==> src/rtl/m90_sprite_dma_pkg.sv <==
// Shared types and constants for the M90 once-per-frame sprite list copy.
package m90_sprite_dma_pkg;

  localparam int M90_SPRITE_WORDS = 512;

  typedef enum logic [1:0] {
    IDLE,
    GRANT,
    READ,
    DONE
  } m90_dma_state_t;

endpackage

==> src/rtl/m90_sprite_dma.sv <==
// Copies the sprite list from CPU-visible sprite RAM into the renderer's object
// buffer on each enabled vblank rise, stalling CPU sprite-RAM access meanwhile.
//
// state | meaning
// IDLE  | CPU owns the sprite RAM; wait for an enabled vblank rising edge
// GRANT | copy claimed; CPU access from the trigger clk has completed
// READ  | one word read per ce, written to the object buffer one clk later
// DONE  | last word written; release the RAM and clear the counter
module m90_sprite_dma
  import m90_sprite_dma_pkg::*;
#(
  parameter int OBJ_WORDS = M90_SPRITE_WORDS,
  parameter int ADDR_W    = 9
) (
  input  logic              clk,
  input  logic              reset,
  input  logic              ce,
  input  logic              vblank,
  input  logic              dma_en,
  input  logic              cpu_cs,
  input  logic              cpu_wr,
  input  logic [1:0]        cpu_be,
  input  logic [ADDR_W-1:0] cpu_addr,
  input  logic [15:0]       cpu_din,
  output logic [15:0]       cpu_dout,
  output logic              cpu_busy,
  output logic [ADDR_W-1:0] src_addr,
  output logic [1:0]        src_we,
  output logic [15:0]       src_din,
  input  logic [15:0]       src_dout,
  output logic [ADDR_W-1:0] dst_addr,
  output logic [15:0]       dst_data,
  output logic              dst_we,
  output logic              dma_busy,
  output logic              overrun
);

  localparam logic [ADDR_W-1:0] LAST_ADDR = ADDR_W'(OBJ_WORDS - 1);

  m90_dma_state_t    state_q, state_d;
  logic              vblank_q, vblank_d;
  logic [ADDR_W-1:0] cnt_q, cnt_d;
  logic [ADDR_W-1:0] rd_addr_q, rd_addr_d;
  logic              rd_pend_q, rd_pend_d;
  logic              issued_all_q, issued_all_d;
  logic [ADDR_W-1:0] dst_addr_q, dst_addr_d;
  logic [15:0]       dst_data_q, dst_data_d;
  logic              dst_we_q, dst_we_d;
  logic              dma_busy_q, dma_busy_d;
  logic              overrun_q, overrun_d;
  logic              trig;

  assign trig = vblank & ~vblank_q & dma_en;

  always_comb begin
    state_d      = state_q;
    vblank_d     = vblank;
    cnt_d        = cnt_q;
    rd_addr_d    = rd_addr_q;
    rd_pend_d    = 1'b0;
    issued_all_d = issued_all_q;
    dst_addr_d   = dst_addr_q;
    dst_data_d   = dst_data_q;
    dst_we_d     = 1'b0;
    dma_busy_d   = dma_busy_q;
    overrun_d    = overrun_q;

    if (trig && state_q != IDLE) overrun_d = 1'b1;

    case (state_q)
      IDLE: begin
        if (trig) begin
          state_d    = GRANT;
          dma_busy_d = 1'b1;
        end
      end
      GRANT: state_d = READ;
      READ: begin
        // Read issue and buffer write overlap so a ce on every clk still
        // moves one word per ce; rd_addr_q remembers which word is in flight.
        if (ce && !issued_all_q) begin
          rd_pend_d = 1'b1;
          rd_addr_d = cnt_q;
          if (cnt_q == LAST_ADDR) issued_all_d = 1'b1;
          else                    cnt_d = cnt_q + 1'b1;
        end
        if (rd_pend_q) begin
          dst_we_d   = 1'b1;
          dst_addr_d = rd_addr_q;
          dst_data_d = src_dout;
          if (rd_addr_q == LAST_ADDR) state_d = DONE;
        end
      end
      DONE: begin
        state_d      = IDLE;
        dma_busy_d   = 1'b0;
        cnt_d        = '0;
        issued_all_d = 1'b0;
      end
      default: state_d = IDLE;
    endcase
  end

  always_ff @(posedge clk) begin
    if (reset) begin
      state_q      <= IDLE;
      vblank_q     <= 1'b1;
      cnt_q        <= '0;
      rd_addr_q    <= '0;
      rd_pend_q    <= 1'b0;
      issued_all_q <= 1'b0;
      dst_addr_q   <= '0;
      dst_data_q   <= '0;
      dst_we_q     <= 1'b0;
      dma_busy_q   <= 1'b0;
      overrun_q    <= 1'b0;
    end else begin
      state_q      <= state_d;
      vblank_q     <= vblank_d;
      cnt_q        <= cnt_d;
      rd_addr_q    <= rd_addr_d;
      rd_pend_q    <= rd_pend_d;
      issued_all_q <= issued_all_d;
      dst_addr_q   <= dst_addr_d;
      dst_data_q   <= dst_data_d;
      dst_we_q     <= dst_we_d;
      dma_busy_q   <= dma_busy_d;
      overrun_q    <= overrun_d;
    end
  end

  // The CPU owns the RAM port only in IDLE; anywhere else a select stalls it.
  assign src_addr = (state_q == IDLE) ? cpu_addr : cnt_q;
  assign src_we   = (state_q == IDLE) ? (cpu_be & {2{cpu_cs & cpu_wr}}) : 2'b00;
  assign src_din  = cpu_din;
  assign cpu_dout = src_dout;
  assign cpu_busy = cpu_cs & (state_q != IDLE);

  assign dst_addr = dst_addr_q;
  assign dst_data = dst_data_q;
  assign dst_we   = dst_we_q;
  assign dma_busy = dma_busy_q;
  assign overrun  = overrun_q;

endmodule

==> config.mk <==
export PLATFORM = sky130hd
export DESIGN_NAME = m90_sprite_dma
export DESIGN_NICKNAME = d
export VERILOG_FILES = /design/src/rtl/m90_sprite_dma_pkg.sv /design/src/rtl/m90_sprite_dma.sv
export SDC_FILE = /design/constraint.sdc
export NUM_CORES = 1
export LEC_CHECK = 0
export ABC_AREA = 1
export ABC_CLOCK_PERIOD_IN_PS = 2600
export BUFFER_PORTS_ARGS = -buffer_cell sky130_fd_sc_hd__buf_2
export CAP_MARGIN = 20
export CORE_MARGIN = 3
export CORE_UTILIZATION = 49
export DETAILED_ROUTE_END_ITERATION = 10
export PLACE_DENSITY = 0.95
export SLEW_MARGIN = 20
export SYNTH_ARGS = -nofsm -noshare
export SYNTH_HDL_FRONTEND = slang
export SYNTH_SLANG_ARGS = --single-unit
export TNS_END_PERCENT = 5
==> constraint.sdc <==
create_clock -name clk -period 2.6 [get_ports clk]
set_input_delay 0.39 -clock clk [delete_from_list [all_inputs] [get_ports clk]]
set_output_delay 0.39 -clock clk [all_outputs]
set_load 0.1 [all_outputs]
==> results by stage, run 1 <==
STA:
- The portion of the clock cycle consumed by the worst path in the final layout is 0.9070.
- Headroom to the max-slew limit came out at 0.5046.
- The number of setup violations in the final report is 0.
- The final count of hold timing violations is 0.
- The number of slew-limit violations in the final report is 0.
- Derived from the worst setup path, the maximum achievable clock frequency is 424.0 MHz.
- The measured slew at the worst slew-check pin is 0.7423 ns.
- Setup repair after global routing left no endpoint under its margin.
- Subtracting the final worst setup slack from the clock period gives 2.358 ns.
- The clock arrives with 0.003076 ns of skew.

Cells and area:
- The number of fill cells in the layout is 459.
- After the flow finishes, the layout carries non-filler instances totaling 465.
- Registers take 1021 um^2.
- From synthesis to final layout, the design area changed by 14.88%.
- Of the cells placed in the final design, the portion with a size suffix greater than 1 is 0.2814.
- The multi-input combinational cells in the finished layout cover a total of 1036 um^2.
- The repair_antennas step left the layout with diodes totalling 0.
- For this run, the post-layout net count is 453.

Setup path:
- For the worst setup path, the data arrival time is 1.97 ns.
- The start-to-end type of the worst setup path is reg -> out.
- The worst setup path is launched from a flip-flop.
- The worst setup path is captured at a primary output.
- The required arrival time at the worst endpoint is 2.21 ns.
- The maximum fanout count along the critical path is 19.

Die:
- The die is 76.91 um wide.
- The count of boundary I/O pins is 122.
- The initial utilization of the core area, before any placement, comes to 0.5148.
- The number of placement rows is 25.
- The area of the die is 5914 um^2.
- The area of the core is 4786 um^2.
- The floorplan die height is 76.91 um.

Route:
- The number of routed nets with antenna violations is 0.
- The per-cell via count in the routed design is 4.843.
- The number of search-and-repair iterations in the first detailed-routing pass is 4.
- The uppermost layer routed is met4.
- In the routed design, unresolved DRC markers number 0.
- The routed layout has 2252 vias.
- The wire length on met2 is 2614 um.
- For this block, wires on met1 add up to 2371 um.
- The violation count after the first detailed-routing iteration is 124.
- The routed wire length is 5523 um.
- The routed wirelength normalized by instance count is 11.88 um.
- The met3 routed wirelength is 486 um.

Synthesis:
- In the synthesized netlist, the number of instances is 342.
- For this run, the register share of the synthesized area comes to 0.4144.
- The cell type with the highest aggregate area in the netlist is dfxtp_1.
- The netlist uses 26 different library cells.
- Dividing the synthesized area by the synthesized cell count gives 7.204 um^2.
- The post-synthesis cell area is 2464 um^2.
- The count of warnings emitted by yosys is 0.
- Ranked by total cell area, the synthesized netlist is headed by dfxtp_1 (41%), nor2_1 (11%), buf_4 (11%), nand2_1 (9.6%), o21ai_0 (6.7%).
- The synthesized flop and latch total is 51.
- The number of nets in the synthesized netlist is 398.
- The area share of the largest cell type after synthesis is 0.4144.

Pwr:
- Of the total power, combinational logic draws 0.432.
- For this design the ratio of total power to cell area is 886.5 nW/um^2.
- The net switching fraction of the power is 0.4769.
- The share of total power dissipated in the clock network is 0.222.
- The worst-case IR drop observed on VDD is 0.0007798 V.
- The final total power is 2509 uW.
- The internal power summed over all cells is 1312 uW.
- Summed over all cells, the static leakage comes to 0.001334 uW.
- For this design the total switching power over the nets is 1197 uW.
- The share of power burned in registers is 0.346.

GRT:
- The first-pass GRT wire length is 9446 um.
- The via count of the first global-routing pass is 2149.
- The maximum number of pins on one net before global-route repair is 28.
- The total overflow left after global routing is 0.
- For this run, the total global-route usage over all layers was measured as 0.1923.
- The initial antenna violation count was 0.

CTS:
- Clock latency on the worst-skew pair, taken at its later pin, is 0.29 ns.
- In this run the number of H-tree levels came out at 2.
- The number of buffers inserted during clock tree synthesis is 5.
- The count of cells resized by post-cts repair is 0.
- The quantity of hold-fixing buffers added after cts is 0.
- The post-CTS setup repair buffer count is 0.
- For this design, the sink count on the clock tree is 51.
- TritonCTS built the clock tree.
- Clock-pin slew was measured on the worst setup and hold paths at 0.09 ns.
- The clock tree root driver cell is clkbuf_8.
- The maximum buffer depth of the clock tree is 2.

Placement:
- At the end of routability-driven placement, the weighted congestion stood at 0.8907.
- The number of placed instances, taps included, is 457.
- Summed over all nets, the half-perimeter wirelength after detailed placement is 4231 um.
- The number of input and output port buffers inserted is 89.

Run status:
- The run finished with clean final reports.

Flow run:
- The number of maximum-capacitance constraint violations is 0.

Worst hold path:
- The classification of the worst-slack hold path is in -> reg.
Yosys cell counts, drive strengths merged:
| master | instances |
|---|---|
| a21oi | 16 |
| a31oi | 1 |
| buf | 40 |
| clkbuf | 6 |
| dfxtp | 51 |
| ha | 6 |
| inv | 24 |
| nand2 | 66 |
| nand3 | 13 |
| nand3b | 1 |
| nand4 | 1 |
| nor2 | 77 |
| nor3 | 3 |
| nor3b | 1 |
| o21ai | 34 |
| xor2 | 2 |
cell type report:
class	instances	area share
flip-flops and latches	51	0.3607
repair buffers	94	0.1706
clock inverters	3	0.01680
well taps	67	0.02962
inverters	24	0.03183
multi-input cells	221	0.3660
clock buffers	5	0.02431
cells in the final DEF, fill, tap and decap left out, types with 3 or more instances in the layout:
cell       n
buf_4      5
nand2_1   63
dfxtp_1   51
nor2_4     3
nor2_1    73
nand3_1   13
a21oi_1   16
o21ai_0   33
ha_1       6
inv_1     22
nor3_1     3
clkbuf_8   5
buf_2     89
routing by layer:
metal,GRT usage,up-vias
li1,-,1154
met1,0.2269,975
met2,0.3406,115
met3,0.05164,8
met4,0.05435,0
met5,0,-
power groups by stage:
stage,combinational [uW],sequential [uW],clock (uW)
after global routing,1160,876,613
after detailed placement,1080,887,0
after CTS,1080,868,569
after global placement,1050,880,0
final,1080,869,557
after floorplan,951,977,0
path summary, 6_finish.rpt:
check / cells past startpoint / slack (ns) / end / start
setup reg to reg: 12 / 0.51 / cnt_q[2] / cnt_q[1]
hold reg to reg: 2 / 0.48 / rd_addr_q[3] / rd_addr_q[3]
setup / recovery: 5 / 0.24 / src_we[1] / state_q[0]
hold / removal: 3 / 0.27 / vblank_q / vblank
per-stage QoR:
step	setup WS, ns	setup TNS, ns	instance area [um^2]	hold WS, ns	utilization
2_1_floorplan	-0.6383	-3.830	2464	0.4439	-
6_report	0.2418	0	2830	0.2733	0.5914
3_3_place_gp	0.6537	0	2714	0.4572	0.5671
3_5_place_dp	0.5491	0	2714	0.4651	0.5671
4_1_cts	0.2286	0	2830	0.2736	0.5914
5_1_grt	0.03278	0	2830	0.2809	0.5914
registers in the layout, indices dropped and copies added, names as in the netlist, 2 cells and up:
signal / cells
dst_addr: 9
rd_addr_q: 9
cnt_q: 9
dst_data: 16
state_q: 2
cells by family (layout without fill, tap and decap cells):
family / count (synthesis) / count (layout) / synth area share
flops: 51 / 51 / 0.4144
simple gates: 162 / 162 / 0.2743
fa+ha+maj: 6 / 6 / 0.03047
xor+xnor: 2 / 2 / 0.007112
buf+inv: 70 / 126 / 0.1651
compound gates: 51 / 51 / 0.1087
critical path: stages, from the launching register on:
cell and delay [ns]:
dfxtp_1 0.33, inv_1 0.12, ha_1 0.51, nand3_1 0.17
nor2_1 0.11, buf_2 0.43
(Power assumes the default switching activity.)
==> run 2: changes to the inputs <==
ABC_AREA = default   (was 1)
ABC_CLOCK_PERIOD_IN_PS = default   (was 2600)
==> run 2 against run 1 <==
Net effect: critical path depth down 1; clock power down 3%; via count down 12%; combinational power is 10% lower; setup slack worse by 0.032 ns; die area decreased by 2.5%; routed wire length fell by 13%; final cell count fell by 15%; first-iteration DRC count down 60%; synthesized area down 2.7%; largest power group unchanged; highest routed layer unchanged.
==> results by stage, run 2 <==
Setup path:
- The kind of end point of the critical path is a primary output (unchanged).
- The maximum fanout count along the critical path is 16 (was 19).
- The cell count of the worst reg-to-reg path is 8 (was 12).
- The destination of the worst register-to-register timing path was cnt_q[7] (was cnt_q[2]).
- The start point of the critical path is state_q[0] (unchanged).
- The beginning of the worst register-to-register path is cnt_q[0] (was cnt_q[1]).
- The register-to-register setup slack is 0.39 ns (was 0.51 ns).
- The endpoint of the worst setup timing path is src_we[1] (unchanged).
- The start-to-end type of the worst setup path is reg -> out (unchanged).
- The required arrival time at the worst endpoint came to 2.21 ns (about the same).
- The type of element launching the critical path was a flip-flop (unchanged).
- The arrival time reported for the critical path endpoint is 2.00 ns (was 1.97 ns).

Die:
- The area of the core is 4534 um^2 (was 4786 um^2).
- The initial standard-cell utilization of the core came to 0.5287 (was 0.5148).
- The count of boundary I/O pins is 122 (unchanged).
- The area of the die is 5768 um^2 (was 5914 um^2).
- The number of placement rows is 24 (was 25).
- The width of the die is 75.95 um (was 76.91 um).
- The floorplan die height came to 75.95 um (was 76.91 um).

Cells and area:
- The post-layout instance count excluding filler cells was 395 (was 465).
- The post-synthesis to final-layout area growth is 13.57% (was 14.88%).
- The diode insertion count for antenna repair is 0 (unchanged).
- The number of fill cells in the layout was 412 (was 459).
- The post-layout instance area was 2723 um^2 (was 2830 um^2).
- The layout cell share with drive strength beyond 1 came to 0.3424 (was 0.2814).
- The flip-flop count of the largest register after layout is 16 (unchanged).
- Highest-count cells in the layout ignoring fill and taps: buf_2 (89), nand2_1 (62), dfxtp_1 (51) (was buf_2 (89), nor2_1 (73), nand2_1 (63)).
- The net count of the finished layout was 385 (was 453).
- The commonest non-fill, non-tap cell in the layout is buf_2 (unchanged).

STA:
- The maximum clock rate was 418.4 MHz (was 424.0 MHz).
- RSZ-0062 raised after global routing: false (unchanged).
- The portion of the clock cycle consumed by the worst path in the final layout is 0.9193 (was 0.9070).
- The number of slew-limit violations in the final report is 0 (unchanged).
- The number of setup violations in the final report is 0 (unchanged).
- The setup skew after layout is 0.004986 ns (was 0.003076 ns).
- The final period demand of the worst path is 2.390 ns (was 2.358 ns).
- The measured slew at the worst slew-check pin was 0.8021 ns (was 0.7423 ns).
- The worst max-slew margin expressed relative to the limit came to 0.4640 (was 0.5046).
- The final count of hold timing violations came to 0 (unchanged).

CTS:
- The sink count of the clock tree is 51 (unchanged).
- The clock tree root driver cell is clkbuf_8 (unchanged).
- The maximum level of the CTS H-tree is 2 (unchanged).
- The later-pin clock latency in the skew report is 0.30 ns (was 0.29 ns).
- The count of cells resized by post-cts repair is 0 (unchanged).
- The post-CTS clock slew at the launch and capture registers of the worst setup and hold paths was 0.09 ns (about the same).
- The number of buffers inserted during clock tree synthesis is 5 (unchanged).
- The CTS tree is built (unchanged).
- The post-CTS setup repair buffer count is 0 (unchanged).
- The maximum buffer depth of the clock tree is 2 (unchanged).
- The quantity of hold-fixing buffers added after cts came to 0 (unchanged).

Pwr:
- The internal power summed over all cells is 1286 uW (was 1312 uW).
- The leakage power total is 0.001216 uW (was 0.001334 uW).
- The worst ir drop on vdd is 0.0007867 V (was 0.0007798 V).
- The net switching fraction of the power is 0.4479 (was 0.4769).
- The final total power was 2329 uW (was 2509 uW).
- The share of total power in the clock network is 0.232 (was 0.222).
- The share of power burned in registers is 0.351 (was 0.346).
- The share of power burned in combinational logic came to 0.417 (was 0.432).
- The cell area power density is 855.2 nW/um^2 (was 886.5 nW/um^2).
- The switching power is 1043 uW (was 1197 uW).

GRT:
- The global-route congestion overflow total is 0 (unchanged).
- The initial antenna violation count came to 0 (unchanged).
- The first-pass GRT wire length is 8066 um (was 9446 um).
- The maximum number of pins on one net before global-route repair came to 45 (was 28).
- The total routing resource utilization after global routing is 0.1675 (was 0.1923).
- The via count of the first global-routing pass is 1831 (was 2149).

Synthesis:
- The leading cell type by number of instances after synthesis is nand2_1 (was nor2_1).
- The cell type with the highest aggregate area in the netlist is dfxtp_1 (unchanged).
- The mean post-synth cell area was 8.531 um^2 (was 7.204 um^2).
- The top flip-flop cell by instance count after synthesis was dfxtp_1 (unchanged).
- The post-synthesis cell area is 2397 um^2 (was 2464 um^2).
- The fraction of registers with async set or reset after synthesis is 0 (unchanged).
- The number of enable flip-flop cells after synthesis came to 0 (unchanged).
- The unique cell type count in the Yosys netlist is 34 (was 26).
- The number of nets produced by synthesis is 337 (was 398).
- The area share of the largest cell type after synthesis is 0.4259 (was 0.4144).
- Largest cells by area after synthesis: dfxtp_1 (43%), buf_4 (10%), nand2_1 (9.7%), a21oi_1 (6.9%), mux2_2 (3.8%) (was dfxtp_1 (41%), nor2_1 (11%), buf_4 (11%), nand2_1 (9.6%), o21ai_0 (6.7%)).
- Leading post-synthesis cells by instance count: nand2_1 (62), dfxtp_1 (51), a21oi_1 (33), buf_4 (32), nor2_1 (22) (was nor2_1 (73), nand2_1 (63), dfxtp_1 (51), buf_4 (35), o21ai_0 (33)).
- The synthesized flop and latch total is 51 (unchanged).
- The proportion of synthesized chip area in sequential cells was 0.4259 (was 0.4144).
- The count of warnings emitted by yosys is 0 (unchanged).
- The post-synthesis instance total is 281 (was 342).

Placement:
- The number of placed instances with taps included was 387 (was 457).
- The placement-stage cell area is 2610 um^2 (was 2714 um^2).
- The final estimated routing congestion in global placement is 0.8401 (was 0.8907).
- The number of input and output port buffers inserted is 89 (unchanged).
- The HPWL after detailed placement is 3664 um (was 4231 um).

Route:
- The routed wire length is 4816 um (was 5523 um).
- The number of routed nets with antenna violations was 0 (unchanged).
- The total vias in the final route is 1980 (was 2252).
- The number of search-and-repair iterations in the first detailed-routing pass is 4 (unchanged).
- The per-cell via count in the routed design is 5.013 (was 4.843).
- The violation count after the first detailed-routing iteration came to 49 (was 124).
- The residual DRC count is 0 (unchanged).
- The routed wirelength normalized by instance count is 12.19 um (was 11.88 um).

Flow run:
- The number of maximum-capacitance constraint violations is 0 (unchanged).

Run status:
- Outcome: completed (unchanged).

Worst hold path:
- The classification of the worst-slack hold path was in -> reg (unchanged).
- The count of cells along the worst hold path was 2 (was 3).
[run 2: changes by cell type after synthesis, moves of 17 or more]
cell     delta
a21oi_1    +17
inv_1      -19
nor2_1     -51
o21ai_0    -32
[run 2: logic make-up (layout without fill, tap and decap cells)]
family,after synthesis,after routing,synth area share
AND/OR/NAND/NOR,106,106,0.1973
buffers and inverters,52,101,0.1404
flip-flops,51,51,0.4259
AO/OA/AOI/OAI,43,43,0.1086
multiplexers,16,16,0.07098
XOR/XNOR,7,7,0.02557
adder cells (fa/ha/maj),6,6,0.03131
[run 2: through the flow]
| stage | hold WS, ns | util | TNS, ns | setup WS (ns) |
|---|---|---|---|---|
| floorplan | 0.4354 | - | -0.1171 | -0.1171 |
| global placement | 0.4397 | 0.5756 | 0 | 0.5172 |
| detailed placement | 0.4430 | 0.5756 | 0 | 0.4154 |
| CTS | 0.2759 | 0.6004 | 0 | 0.1926 |
| global route | 0.2763 | 0.6004 | 0 | 0.07197 |
| finish | 0.2834 | 0.6004 | 0 | 0.2098 |
[run 2: critical path: stages (launching register included)]
cell and delay (ns):
dfxtp_1 0.35, inv_1 0.11, ha_1 0.53, and4_1 0.28, buf_2 0.43
[run 2: metal layers]
layer  share of wire  track usage  vias up
li1                -            -      989
met2            0.47       0.3076       81
met4           0.015      0.05797        0
met3           0.084      0.05687        9
met5               0            0        -
met1            0.43       0.1779      901
[run 2: how the worst min path moves through the flow]
stage                            start            to  slack [ns]
after global placement     dst_data[8]   dst_data[8]        0.44
after floorplan           issued_all_q  issued_all_q        0.44
final                           vblank      vblank_q        0.28
after global routing            vblank      vblank_q        0.28
after CTS                       vblank      vblank_q        0.28
after detailed placement   dst_addr[5]   dst_addr[5]        0.44
[run 2: layout make-up]
class                           instances  area (um^2)  area share
Clock inverter                          3        43.79     0.01608
Tap cell                               65        81.33     0.02987
Clock buffer                            5        68.82     0.02528
Inverter                                3        11.26    0.004136
Timing Repair Buffer                   90        452.9      0.1664
Sequential cell                        51         1021      0.3750
Multi-Input combinational cell        178         1044      0.3833
[run 2: power groups by stage]
stage	registers, uW	clock network (uW)	logic, uW
final	818	540	970
after global routing	821	593	1020
after CTS	817	558	974
after detailed placement	836	0	971
after global placement	833	0	958
after floorplan	849	0	969
==> run 3: changes to the inputs <==
==> constraint.sdc (replaced) <==
create_clock -name clk -period 2.6 [get_ports clk]
set_input_delay 0.39 -clock clk [delete_from_list [all_inputs] [get_ports clk]]
set_output_delay 0.39 -clock clk [all_outputs]
set_load 0.05 [all_outputs]
==> run 3 against run 2 <==
Net effect: setup slack better by 0.088 ns; via count down 1.6%; design area down 1.1%; highest routed layer unchanged; critical path depth unchanged.
==> results by stage, run 3 (same netlist as run 2, synthesis figures left out) <==
Run status:
- Outcome: completed (unchanged).

GRT:
- The global-route congestion overflow total is 0 (unchanged).
- The via count of the first global-routing pass is 1837 (was 1831).
- The first-pass GRT wire length is 8031 um (was 8066 um).
- The maximum number of pins on one net before global-route repair is 45 (unchanged).
- The initial antenna violation count was 0 (unchanged).
- The total routing resource utilization after global routing is 0.1663 (was 0.1675).

STA:
- The final period demand of the worst path came to 2.302 ns (was 2.390 ns).
- The number of setup violations in the final report was 0 (unchanged).
- The maximum clock rate came to 434.4 MHz (was 418.4 MHz).
- The final count of hold timing violations is 0 (unchanged).
- The aggregate negative setup slack came to 0 ns (unchanged).
- RSZ-0062 raised after global routing: false (unchanged).
- The measured slew at the worst slew-check pin is 0.8119 ns (was 0.8021 ns).
- The number of slew-limit violations in the final report is 0 (unchanged).
- The portion of the clock cycle consumed by the worst path in the final layout is 0.8855 (was 0.9193).
- The worst max-slew margin expressed relative to the limit came to 0.4574 (was 0.4640).
- The setup skew after layout was 0.005492 ns (was 0.004986 ns).

Setup path:
- The beginning of the worst register-to-register path is cnt_q[0] (unchanged).
- The register-to-register setup slack is 0.35 ns (was 0.39 ns).
- The start point of the critical path was state_q[1] (was state_q[0]).
- The destination of the worst register-to-register timing path was cnt_q[7] (unchanged).
- The maximum fanout count along the critical path is 16 (unchanged).
- The type of element launching the critical path was a flip-flop (unchanged).
- The required arrival time at the worst endpoint was 2.21 ns (about the same).
- The kind of end point of the critical path is a primary output (unchanged).
- The cell count of the worst reg-to-reg path is 8 (unchanged).
- The endpoint of the worst setup timing path is src_addr[1] (was src_we[1]).
- The start-to-end type of the worst setup path is reg -> out (unchanged).
- The arrival time reported for the critical path endpoint was 1.91 ns (was 2.00 ns).

Die:
- The floorplan die height is 75.95 um (unchanged).
- The area of the core is 4534 um^2 (unchanged).
- The count of boundary I/O pins is 122 (unchanged).
- The number of placement rows was 24 (unchanged).
- The width of the die is 75.95 um (unchanged).
- The initial standard-cell utilization of the core is 0.5287 (unchanged).
- The area of the die came to 5768 um^2 (unchanged).

CTS:
- The count of cells resized by post-cts repair is 0 (unchanged).
- The maximum buffer depth of the clock tree came to 2 (unchanged).
- The number of buffers inserted during clock tree synthesis is 5 (unchanged).
- The maximum level of the CTS H-tree is 2 (unchanged).
- The sink count of the clock tree is 51 (unchanged).
- The quantity of hold-fixing buffers added after cts is 0 (unchanged).
- The later-pin clock latency in the skew report is 0.30 ns (about the same).
- The clock tree root driver cell is clkbuf_8 (unchanged).
- The post-CTS setup repair buffer count was 0 (unchanged).
- The CTS tree was built (unchanged).
- The post-CTS clock slew at the launch and capture registers of the worst setup and hold paths was 0.08 ns (was 0.09 ns).

Route:
- The routed wirelength normalized by instance count came to 12.34 um (was 12.19 um).
- The number of routed nets with antenna violations is 0 (unchanged).
- The violation count after the first detailed-routing iteration was 84 (was 49).
- The residual DRC count came to 0 (unchanged).
- The number of search-and-repair iterations in the first detailed-routing pass is 4 (unchanged).
- The per-cell via count in the routed design is 4.932 (was 5.013).
- The routed wire length came to 4874 um (was 4816 um).
- The total vias in the final route is 1948 (was 1980).

Pwr:
- The final total power is 1924 uW (was 2329 uW).
- The leakage power total is 0.001198 uW (was 0.001216 uW).
- The cell area power density is 715.0 nW/um^2 (was 855.2 nW/um^2).
- The worst ir drop on vdd came to 0.0004749 V (was 0.0007867 V).

Placement:
- The number of input and output port buffers inserted is 89 (unchanged).
- The HPWL after detailed placement is 3617 um (was 3664 um).
- The final estimated routing congestion in global placement is 0.8012 (was 0.8401).

Cells and area:
- The area occupied by registers is 1021 um^2 (unchanged).
- The number of fill cells in the layout is 415 (was 412).
- Highest-count cells in the layout ignoring fill and taps: buf_2 (89), nand2_1 (62), dfxtp_1 (51) (unchanged).
- The layout cell share with drive strength beyond 1 is 0.3364 (was 0.3424).
- The combined area of the multi-input logic cells was 1040 um^2 (was 1044 um^2).
- The flip-flop count of the largest register after layout is 16 (unchanged).
- The commonest non-fill, non-tap cell in the layout is buf_2 (unchanged).
- The post-synthesis to final-layout area growth is 12.27% (was 13.57%).
- The diode insertion count for antenna repair came to 0 (unchanged).
- The net count of the finished layout is 385 (unchanged).

Worst hold path:
- The critical hold path startpoint is vblank (unchanged).
- The classification of the worst-slack hold path was in -> reg (unchanged).

Flow run:
- The number of maximum-capacitance constraint violations came to 0 (unchanged).
==> run 3: power by group <==
part           switching (uW)  internal, uW  total (uW)
clock network             246           188         434
registers                16.9           800         817
logic                     474           199         673
==> run 3: metal layers <==
layer / vias to the layer above / GRT usage / wire length [um] / share of wire
met5: - / 0 / 0 / 0
met4: 0 / 0.04529 / 56 / 0.011
met2: 83 / 0.3041 / 2290 / 0.47
met1: 871 / 0.1842 / 2104 / 0.43
li1: 985 / - / - / -
met3: 9 / 0.05450 / 423 / 0.087
==> run 3: how the worst min path moves through the flow <==
stage | slack (ns) | cells after the start | to
floorplan | 0.44 | 2 | issued_all_q
global placement | 0.44 | 2 | dst_data[7]
global route | 0.30 | 2 | vblank_q
CTS | 0.28 | 2 | vblank_q
finish | 0.29 | 2 | vblank_q
detailed placement | 0.44 | 2 | dst_data[10]
==> run 3: critical path, stage by stage, from the launching register on <==
cell and delay (ns):
dfxtp_1 0.34, inv_1 0.11, ha_1 0.54, mux2_2 0.41, buf_2 0.21
==> run 3: final cells by class <==
cell class,count,share of cell area
multi-input cells,178,0.3863
flip-flops and latches,51,0.3794
repair buffers,90,0.1683
well taps,65,0.03022
clock buffers,6,0.02696
clock inverters,2,0.004649
inverters,3,0.004184
==> run 3: per-stage QoR <==
step           setup WS, ns    util  hold WS [ns]  cells  cell area [um^2]
2_1_floorplan        0.1364       -        0.4354    281              2397
3_3_place_gp         0.5043  0.5748        0.4394    387              2606
3_5_place_dp         0.3582  0.5748        0.4439    387              2606
4_1_cts              0.2569  0.5935        0.2836    395              2691
5_1_grt              0.1645  0.5935        0.2991    395              2691
6_report             0.2977  0.5935        0.2927    395              2691
